[src/rtl/fxmul_pkg.sv]
// Shared types, defaults and the saturation helper for the sequential sign-magnitude multiplier.
// The FXMUL_ROUND_EN build option lives in fxmul_norm and fxmul_seq; nothing here depends on it.
package fxmul_pkg;

  typedef enum logic [1:0] {IDLE, BUSY, DONE} fxmul_state_t;

  localparam int unsigned FXMUL_W_DEF = 16;
  localparam int unsigned FXMUL_F_DEF = 8;

  // Fixed working width for sm_sat; covers W up to 32 even with the rounding guard bit.
  localparam int unsigned SAT_W = 64;

  // Returns {overflow, magnitude}; the magnitude is right-justified and clamped to mag_w bits.
  function automatic logic [SAT_W:0] sm_sat(input logic [SAT_W-1:0] s, input int unsigned mag_w);
    logic [SAT_W-1:0] lim;
    lim = (SAT_W'(1) << mag_w) - SAT_W'(1);
    if (s > lim) return {1'b1, lim};
    return {1'b0, s};
  endfunction

endpackage

[src/rtl/fxmul_norm.sv]
// Combinational scale/saturate/flag stage: turns {sign, product accumulator} into a W-bit result.
// With FXMUL_ROUND_EN defined it rounds half-up before the shift instead of truncating.
module fxmul_norm
  import fxmul_pkg::*;
#(
  parameter int unsigned W     = FXMUL_W_DEF,
  parameter int unsigned F     = FXMUL_F_DEF,
  parameter int unsigned ACC_W = 2 * (W - 1)
) (
  input  logic             i_sign,
  input  logic [ACC_W-1:0] i_acc,
  output logic [W-1:0]     o_c,
  output logic             o_cout,
  output logic             o_zero,
  output logic             o_overflow,
  output logic             o_neg
);

  localparam int unsigned MAG_W = W - 1;

  logic [ACC_W-1:0] w_rnd;
  logic [ACC_W-1:0] w_s;
  logic [SAT_W-1:0] w_s_ext;
  logic [SAT_W:0]   w_sat;

`ifdef FXMUL_ROUND_EN
  // Half an output LSB; evaluates to zero when there are no fractional bits.
  localparam logic [ACC_W-1:0] RND_INC = (ACC_W'(1) << F) >> 1;
  assign w_rnd = i_acc + RND_INC;
`else
  assign w_rnd = i_acc;
`endif

  assign w_s        = w_rnd >> F;
  assign w_s_ext    = SAT_W'(w_s);
  assign w_sat      = sm_sat(w_s_ext, MAG_W);

  assign o_cout     = w_s[MAG_W];
  assign o_overflow = w_sat[SAT_W];
  assign o_zero     = (w_sat[SAT_W-1:0] == '0);
  assign o_neg      = i_sign & ~o_zero;
  assign o_c        = {o_neg, w_sat[MAG_W-1:0]};

endmodule

[src/rtl/fxmul_seq.sv]
// Sequential shift-add sign-magnitude fixed-point multiplier with valid/ready handshakes.
// Define FXMUL_ROUND_EN to round half-up (adds one accumulator guard bit); default truncates.
module fxmul_seq
  import fxmul_pkg::*;
#(
  parameter int unsigned W = FXMUL_W_DEF,
  parameter int unsigned F = FXMUL_F_DEF
) (
  input  logic         clk,
  input  logic         rst_n,
  input  logic         in_valid,
  output logic         in_ready,
  input  logic [W-1:0] a,
  input  logic [W-1:0] b,
  output logic         out_valid,
  input  logic         out_ready,
  output logic [W-1:0] c,
  output logic         cout,
  output logic         zero,
  output logic         overflow,
  output logic         neg
);

  localparam int unsigned MAG_W = W - 1;
  localparam int unsigned CNT_W = $clog2(MAG_W + 1);
`ifdef FXMUL_ROUND_EN
  localparam int unsigned ACC_W = 2 * MAG_W + 1;
`else
  localparam int unsigned ACC_W = 2 * MAG_W;
`endif

  fxmul_state_t     r_state;
  logic             r_sign;
  logic [MAG_W-1:0] r_mag_a;
  logic [MAG_W-1:0] r_mag_b;
  logic [ACC_W-1:0] r_acc;
  logic [CNT_W-1:0] r_cnt;
  logic             r_out_valid;
  logic [W-1:0]     r_c;
  logic             r_cout;
  logic             r_zero;
  logic             r_ovf;
  logic             r_neg;

  logic [MAG_W-1:0] w_mag_a;
  logic [MAG_W-1:0] w_mag_b;
  logic [ACC_W-1:0] w_acc_nxt;
  logic             w_last;
  logic [W-1:0]     w_n_c;
  logic             w_n_cout;
  logic             w_n_zero;
  logic             w_n_ovf;
  logic             w_n_neg;

  assign w_mag_a   = a[MAG_W-1:0];
  assign w_mag_b   = b[MAG_W-1:0];
  // r_mag_b is shifted right each iteration, so bit 0 is the current multiplier bit.
  assign w_acc_nxt = r_acc + (r_mag_b[0] ? (ACC_W'(r_mag_a) << r_cnt) : '0);
  assign w_last    = (r_cnt == CNT_W'(MAG_W - 1));

  // Fed with the post-add value so the last iteration and the DONE entry share one edge.
  fxmul_norm #(
    .W    (W),
    .F    (F),
    .ACC_W(ACC_W)
  ) u_norm (
    .i_sign    (r_sign),
    .i_acc     (w_acc_nxt),
    .o_c       (w_n_c),
    .o_cout    (w_n_cout),
    .o_zero    (w_n_zero),
    .o_overflow(w_n_ovf),
    .o_neg     (w_n_neg)
  );

  always_ff @(posedge clk) begin
    if (!rst_n) begin
      r_state     <= IDLE;
      r_sign      <= 1'b0;
      r_mag_a     <= '0;
      r_mag_b     <= '0;
      r_acc       <= '0;
      r_cnt       <= '0;
      r_out_valid <= 1'b0;
      r_c         <= '0;
      r_cout      <= 1'b0;
      r_zero      <= 1'b0;
      r_ovf       <= 1'b0;
      r_neg       <= 1'b0;
    end else begin
      unique case (r_state)
        IDLE: begin
          if (in_valid) begin
            r_sign  <= a[W-1] ^ b[W-1];
            r_mag_a <= w_mag_a;
            r_mag_b <= w_mag_b;
            r_acc   <= '0;
            r_cnt   <= '0;
            if ((w_mag_a == '0) || (w_mag_b == '0)) begin
              r_state     <= DONE;
              r_out_valid <= 1'b1;
              r_c         <= '0;
              r_cout      <= 1'b0;
              r_zero      <= 1'b1;
              r_ovf       <= 1'b0;
              r_neg       <= 1'b0;
            end else begin
              r_state <= BUSY;
            end
          end
        end
        BUSY: begin
          r_acc   <= w_acc_nxt;
          r_mag_b <= r_mag_b >> 1;
          r_cnt   <= r_cnt + CNT_W'(1);
          if (w_last) begin
            r_state     <= DONE;
            r_out_valid <= 1'b1;
            r_c         <= w_n_c;
            r_cout      <= w_n_cout;
            r_zero      <= w_n_zero;
            r_ovf       <= w_n_ovf;
            r_neg       <= w_n_neg;
          end
        end
        DONE: begin
          if (out_ready) begin
            r_state     <= IDLE;
            r_out_valid <= 1'b0;
          end
        end
        default: r_state <= IDLE;
      endcase
    end
  end

  assign in_ready  = rst_n && (r_state == IDLE);
  assign out_valid = r_out_valid;
  assign c         = r_c;
  assign cout      = r_cout;
  assign zero      = r_zero;
  assign overflow  = r_ovf;
  assign neg       = r_neg;

endmodule

[config.mk]
export PLATFORM = sky130hd
export DESIGN_NAME = fxmul_seq
export DESIGN_NICKNAME = d
export VERILOG_FILES = /design/src/rtl/fxmul_pkg.sv /design/src/rtl/fxmul_norm.sv /design/src/rtl/fxmul_seq.sv
export SDC_FILE = /design/constraint.sdc
export NUM_CORES = 1
export LEC_CHECK = 0
export BUFFER_PORTS_ARGS = -buffer_cell sky130_fd_sc_hd__buf_2
export CAP_MARGIN = 25
export CORE_UTILIZATION = 55
export CTS_CLUSTER_SIZE = 10
export DETAILED_ROUTE_END_ITERATION = 7
export GPL_ROUTABILITY_DRIVEN = 0
export PLACE_DENSITY = 0.78
export SLEW_MARGIN = 20
export SYNTH_ARGS = -nofsm -noshare
export SYNTH_HDL_FRONTEND = slang
export SYNTH_SLANG_ARGS = --single-unit
[constraint.sdc]
create_clock -name clk -period 5.08 [get_ports clk]
set_input_delay 1.016 -clock clk [delete_from_list [all_inputs] [get_ports clk]]
set_output_delay 1.016 -clock clk [all_outputs]
set_load 0.02 [all_outputs]
==> results_tabular.tex <==
\begin{tabular}{lr}
\hline
Metric & Value \\
\hline
\multicolumn{2}{l}{\textbf{Cells and area}} \\
\quad Commonest cells after routing, fill and taps aside & sky130\_fd\_sc\_hd\_\_nand2\_1 (129), sky130\_fd\_sc\_hd\_\_nor2\_1 (112), sky130\_fd\_sc\_hd\_\_dfxtp\_1 (86), sky130\_fd\_sc\_hd\_\_a21oi\_1 (74), sky130\_fd\_sc\_hd\_\_buf\_2 (57) \\
\quad Share of layout cells above drive strength 1 & 14.4\% \\
\quad Net total in the final layout & 906 \\
\quad Leading cell type in the layout, fill and taps excluded & sky130\_fd\_sc\_hd\_\_nand2\_1 \\
\quad Area growth, synth to finish & 9.05\% \\
\quad Fin area & 0.00656 sq mm \\
\quad Antenna diode instance count & 0 \\
\multicolumn{2}{l}{\textbf{Synthesis}} \\
\quad Netlist area before placement & 0.00601 sq mm \\
\quad Top-area cell type share of the netlist area & 29.0\% \\
\quad Post-synthesis cell count & 812 \\
\quad Async set-reset flop share out of synthesis & 0\% \\
\quad Net count after synthesis & 880 \\
\quad Biggest area contributors in the synthesized netlist & sky130\_fd\_sc\_hd\_\_dfxtp\_1 (29\%), sky130\_fd\_sc\_hd\_\_nand2\_1 (8.1\%), sky130\_fd\_sc\_hd\_\_nor2\_1 (7.1\%) \\
\quad Proportion of synthesized chip area in sequential cells & 29.0\% \\
\quad FF+latch count, synth & 87 \\
\quad Synth cell types & 68 \\
\quad Average cell area after synthesis & 7.41 sq um \\
\quad Count of yosys warnings during synthesis & 0 \\
\quad Dominant synthesized flop cell & sky130\_fd\_sc\_hd\_\_dfxtp\_1 \\
\quad Number of enable-type register cells in the synthesized netlist & 0 \\
\quad Cell type with the largest total area after synthesis & sky130\_fd\_sc\_hd\_\_dfxtp\_1 \\
\multicolumn{2}{l}{\textbf{Critical path}} \\
\quad CP peak stage delay & 0.52 ns \\
\quad Setup slack, reg-to-reg & 0.09 ns \\
\quad Category of the worst setup path capture point & flop \\
\quad Req. time, crit path & 5.36 ns \\
\quad Crit path cell chain & buf\_4 -> mux2i\_1 -> nor2\_1 -> a31oi\_1 -> nor2\_1 -> o311a\_1 -> ha\_1 -> nand4\_1 -> nor4\_1 -> a22oi\_1 -> and2\_1 -> and3\_1 -> nor4bb\_1 -> nand4b\_4 -> or3\_1 -> a32o\_1 \\
\quad Worst setup path endpoint & c[15] \\
\quad Worst Path Class, Setup & flop to flop \\
\quad Worst endpoint data arrival time & 5.27 ns \\
\quad Endpoint of the most critical register-to-register path & c[15] \\
\quad Largest fanout on the critical path & 18 \\
\quad RR Startpoint & r\_cnt[1] \\
\quad Cell repeated most along the worst path & sky130\_fd\_sc\_hd\_\_nor2\_1 \\
\quad Cell count of the worst reg-to-reg path & 16 \\
\quad Standard cell with the maximum stage delay on the critical path & sky130\_fd\_sc\_hd\_\_nor4bb\_1 \\
\quad Kind of start point of the critical path & flop \\
\quad Beginning of the critical path & r\_cnt[1] \\
\multicolumn{2}{l}{\textbf{Power}} \\
\quad Worst IR Drop VDD & 0.139 mV \\
\quad Cell Pwr Density & 220 mW/mm\^{}2 \\
\quad Lkg Pwr & 0.00278 uW \\
\multicolumn{2}{l}{\textbf{Clock tree}} \\
\quad TritonCTS sink count & 87 \\
\quad Clock latency at the later pin of the worst-skew pair & 0.38 ns \\
\quad Bufs on Longest Clock Path & 2 \\
\quad Number of CTS-inserted buffers & 9 \\
\quad Clock root buffer master & sky130\_fd\_sc\_hd\_\_clkbuf\_8 \\
\quad Number of levels the H-tree was split into & 3 \\
\quad Clock-pin transition on the worst setup and hold timing paths & 0.09 ns \\
\quad CTS tree & built \\
\multicolumn{2}{l}{\textbf{Placement}} \\
\quad Post-Place Cell Area & 0.00636 sq mm \\
\quad Count of input and output buffers & 57 \\
\quad HPWL after detailed placement & 12.2 mm \\
\multicolumn{2}{l}{\textbf{Detailed routing}} \\
\quad Remaining DRCs & 0 \\
\quad Number of violations reported at the end of detailed-routing iteration 0 & 529 \\
\quad Vias/cell & 6.23 \\
\quad First-pass detailed-route iteration total & 6 \\
\quad Number of routed nets with antenna violations & 0 \\
\quad Routed via count & 6,097 \\
\quad Routed wirelength normalized by instance count & 16.4 um \\
\quad Total detailed-routing wirelength & 16.0 mm \\
\multicolumn{2}{l}{\textbf{Timing}} \\
\quad Worst slew slack as a fraction of its limit & 36.4\% \\
\quad Finish-stage setup viols & 0 \\
\quad Post-Route Skew & 0.0122 ns \\
\quad Slew at the pin closest to its max-slew limit & 0.953 ns \\
\quad RSZ-0062 raised after global routing & no \\
\quad Final worst hold slack & 0.434 ns \\
\quad Share of the clock period used by the worst path after layout & 98.2\% \\
\quad Fmax & 200 MHz \\
\quad Fin Setup TNS & 0 ns \\
\quad Final number of max-transition violations & 0 \\
\quad Final min period & 4.99 ns \\
\quad Number of endpoints with negative hold slack in the final report & 0 \\
\multicolumn{2}{l}{\textbf{Die}} \\
\quad DIE WIDTH & 107 um \\
\quad FP Rows & 37 \\
\quad Std-Cell Core Area & 0.0105 sq mm \\
\quad Initial Utilization & 57.5\% \\
\quad Ports placed on the boundary & 58 \\
\quad Die height & 107 um \\
\quad Floorplan die area & 0.0114 sq mm \\
\multicolumn{2}{l}{\textbf{GRT}} \\
\quad Maximum number of pins on one net before global-route repair & 36 \\
\quad Number of global-route vias before repair & 5,536 \\
\quad GRT Total Usage & 28.8\% \\
\quad Initial antenna violation count & 0 \\
\quad First-pass GRT wire length & 26.4 mm \\
\quad Total overflow reported by the global router & 0 \\
\multicolumn{2}{l}{\textbf{Worst hold path}} \\
\quad Worst min path class & flop to flop \\
\quad Worst hold path stage count & 2 \\
\multicolumn{2}{l}{\textbf{Run}} \\
\quad Number of max-cap violations & 0 \\
\multicolumn{2}{l}{\textbf{Status}} \\
\quad Result of the run & completed \\
\hline
\end{tabular}
## through the flow
stage	utilization [%]	setup WS (ns)	std cells	power (uW)
5_1_grt	62.7	0.00638	979	1510
6_report	62.7	0.0905	979	1440
3_3_place_gp	60.8	0.285	962	999
2_1_floorplan	-	0.261	812	931
4_1_cts	62.4	0.0423	978	1440
3_5_place_dp	60.8	0.0319	962	1010
## state kept, by name, indices dropped and copies added (netlist names)
| register | count |
|---|---|
| overflow | 1 |
| r_state | 2 |
| c | 16 |
| r_cnt | 4 |
| r_mag_a | 15 |
| r_sign | 1 |
| zero | 1 |
| cout | 1 |
| r_acc | 30 |
| out_valid | 1 |
| r_mag_b | 15 |
## synthesized netlist by cell type, drive strengths merged (4+ instances only)
cell type and number:
a21oi 76, o211ai 8, ha 31, nor4 10
nand2 129, and2 8, inv 13, o21a 8
mux4 5, a22oi 29, nor2b 17, or3 6
mux2i 12, a31oi 6, dfxtp 87, nand4 14
and3 4, clkbuf 49, nor3 14, or2 4
buf 5, o221a 10, o21ai 46, mux2 4
a311oi 4, nand3 12, a211oi 9, o311a 4
xnor2 12, xor2 13, nor2 113, nand2b 7
## logic make-up after synthesis
group                    synth area share, %
AO/OA/AOI/OAI                           25.4
XOR/XNOR                                3.64
adder cells (fa/ha/maj)                 6.78
multiplexers                            4.62
flip-flops                              29.0
AND/OR/NAND/NOR                         26.2
buffers and inverters                   4.41
## per-layer routing
metal	part of all wire, %	wire length (um)	track usage, %
met5	0	0	0
met4	4.3	692	16.3
met3	6.7	1070	3.59
met2	46	7320	46.2
met1	43	6940	37.4
## worst max-delay path, delay by kind of cell, from the launching register on
kind | cells | cell delay (ns)
adder cells (fa/ha/maj) | 1 | 0.42
flip-flops | 1 | 0.49
AO/OA/AOI/OAI | 4 | 1.15
multiplexers | 1 | 0.25
buffers and inverters | 1 | 0.28
AND/OR/NAND/NOR | 9 | 2.28
## report_power, final
part | internal [uW] | switching [uW] | total, uW
combinational | 96.1 | 156 | 252
clock | 180 | 262 | 442
sequential | 711 | 33.8 | 745
## cell type report
type	instances	area, sq um
Sequential cell	87	1740
Tap cell	136	170
Clock buffer	10	128
Inverter	13	48.8
Clock inverter	6	46.3
Fill cell	959	3900
Timing Repair Buffer	69	388
Multi-Input combinational cell	658	4040
## worst min-delay path by stage
| stage | startpoint | endpoint | slack [ns] |
|---|---|---|---|
| floorplan | r_mag_a[2] | r_mag_a[2] | 0.45 |
| global placement | c[11] | c[11] | 0.42 |
| detailed placement | c[8] | c[8] | 0.42 |
| CTS | c[8] | c[8] | 0.44 |
| global route | c[8] | c[8] | 0.45 |
| finish | c[8] | c[8] | 0.43 |
## repair_timing
action	CTS	global route
hold buffers	0	0
pin swaps	0	0
endpoints found under the setup margin	1	18
buffers inserted	0	0
gates resized for setup	1	5
No activity file was read; power rests on OpenSTA's default activity.
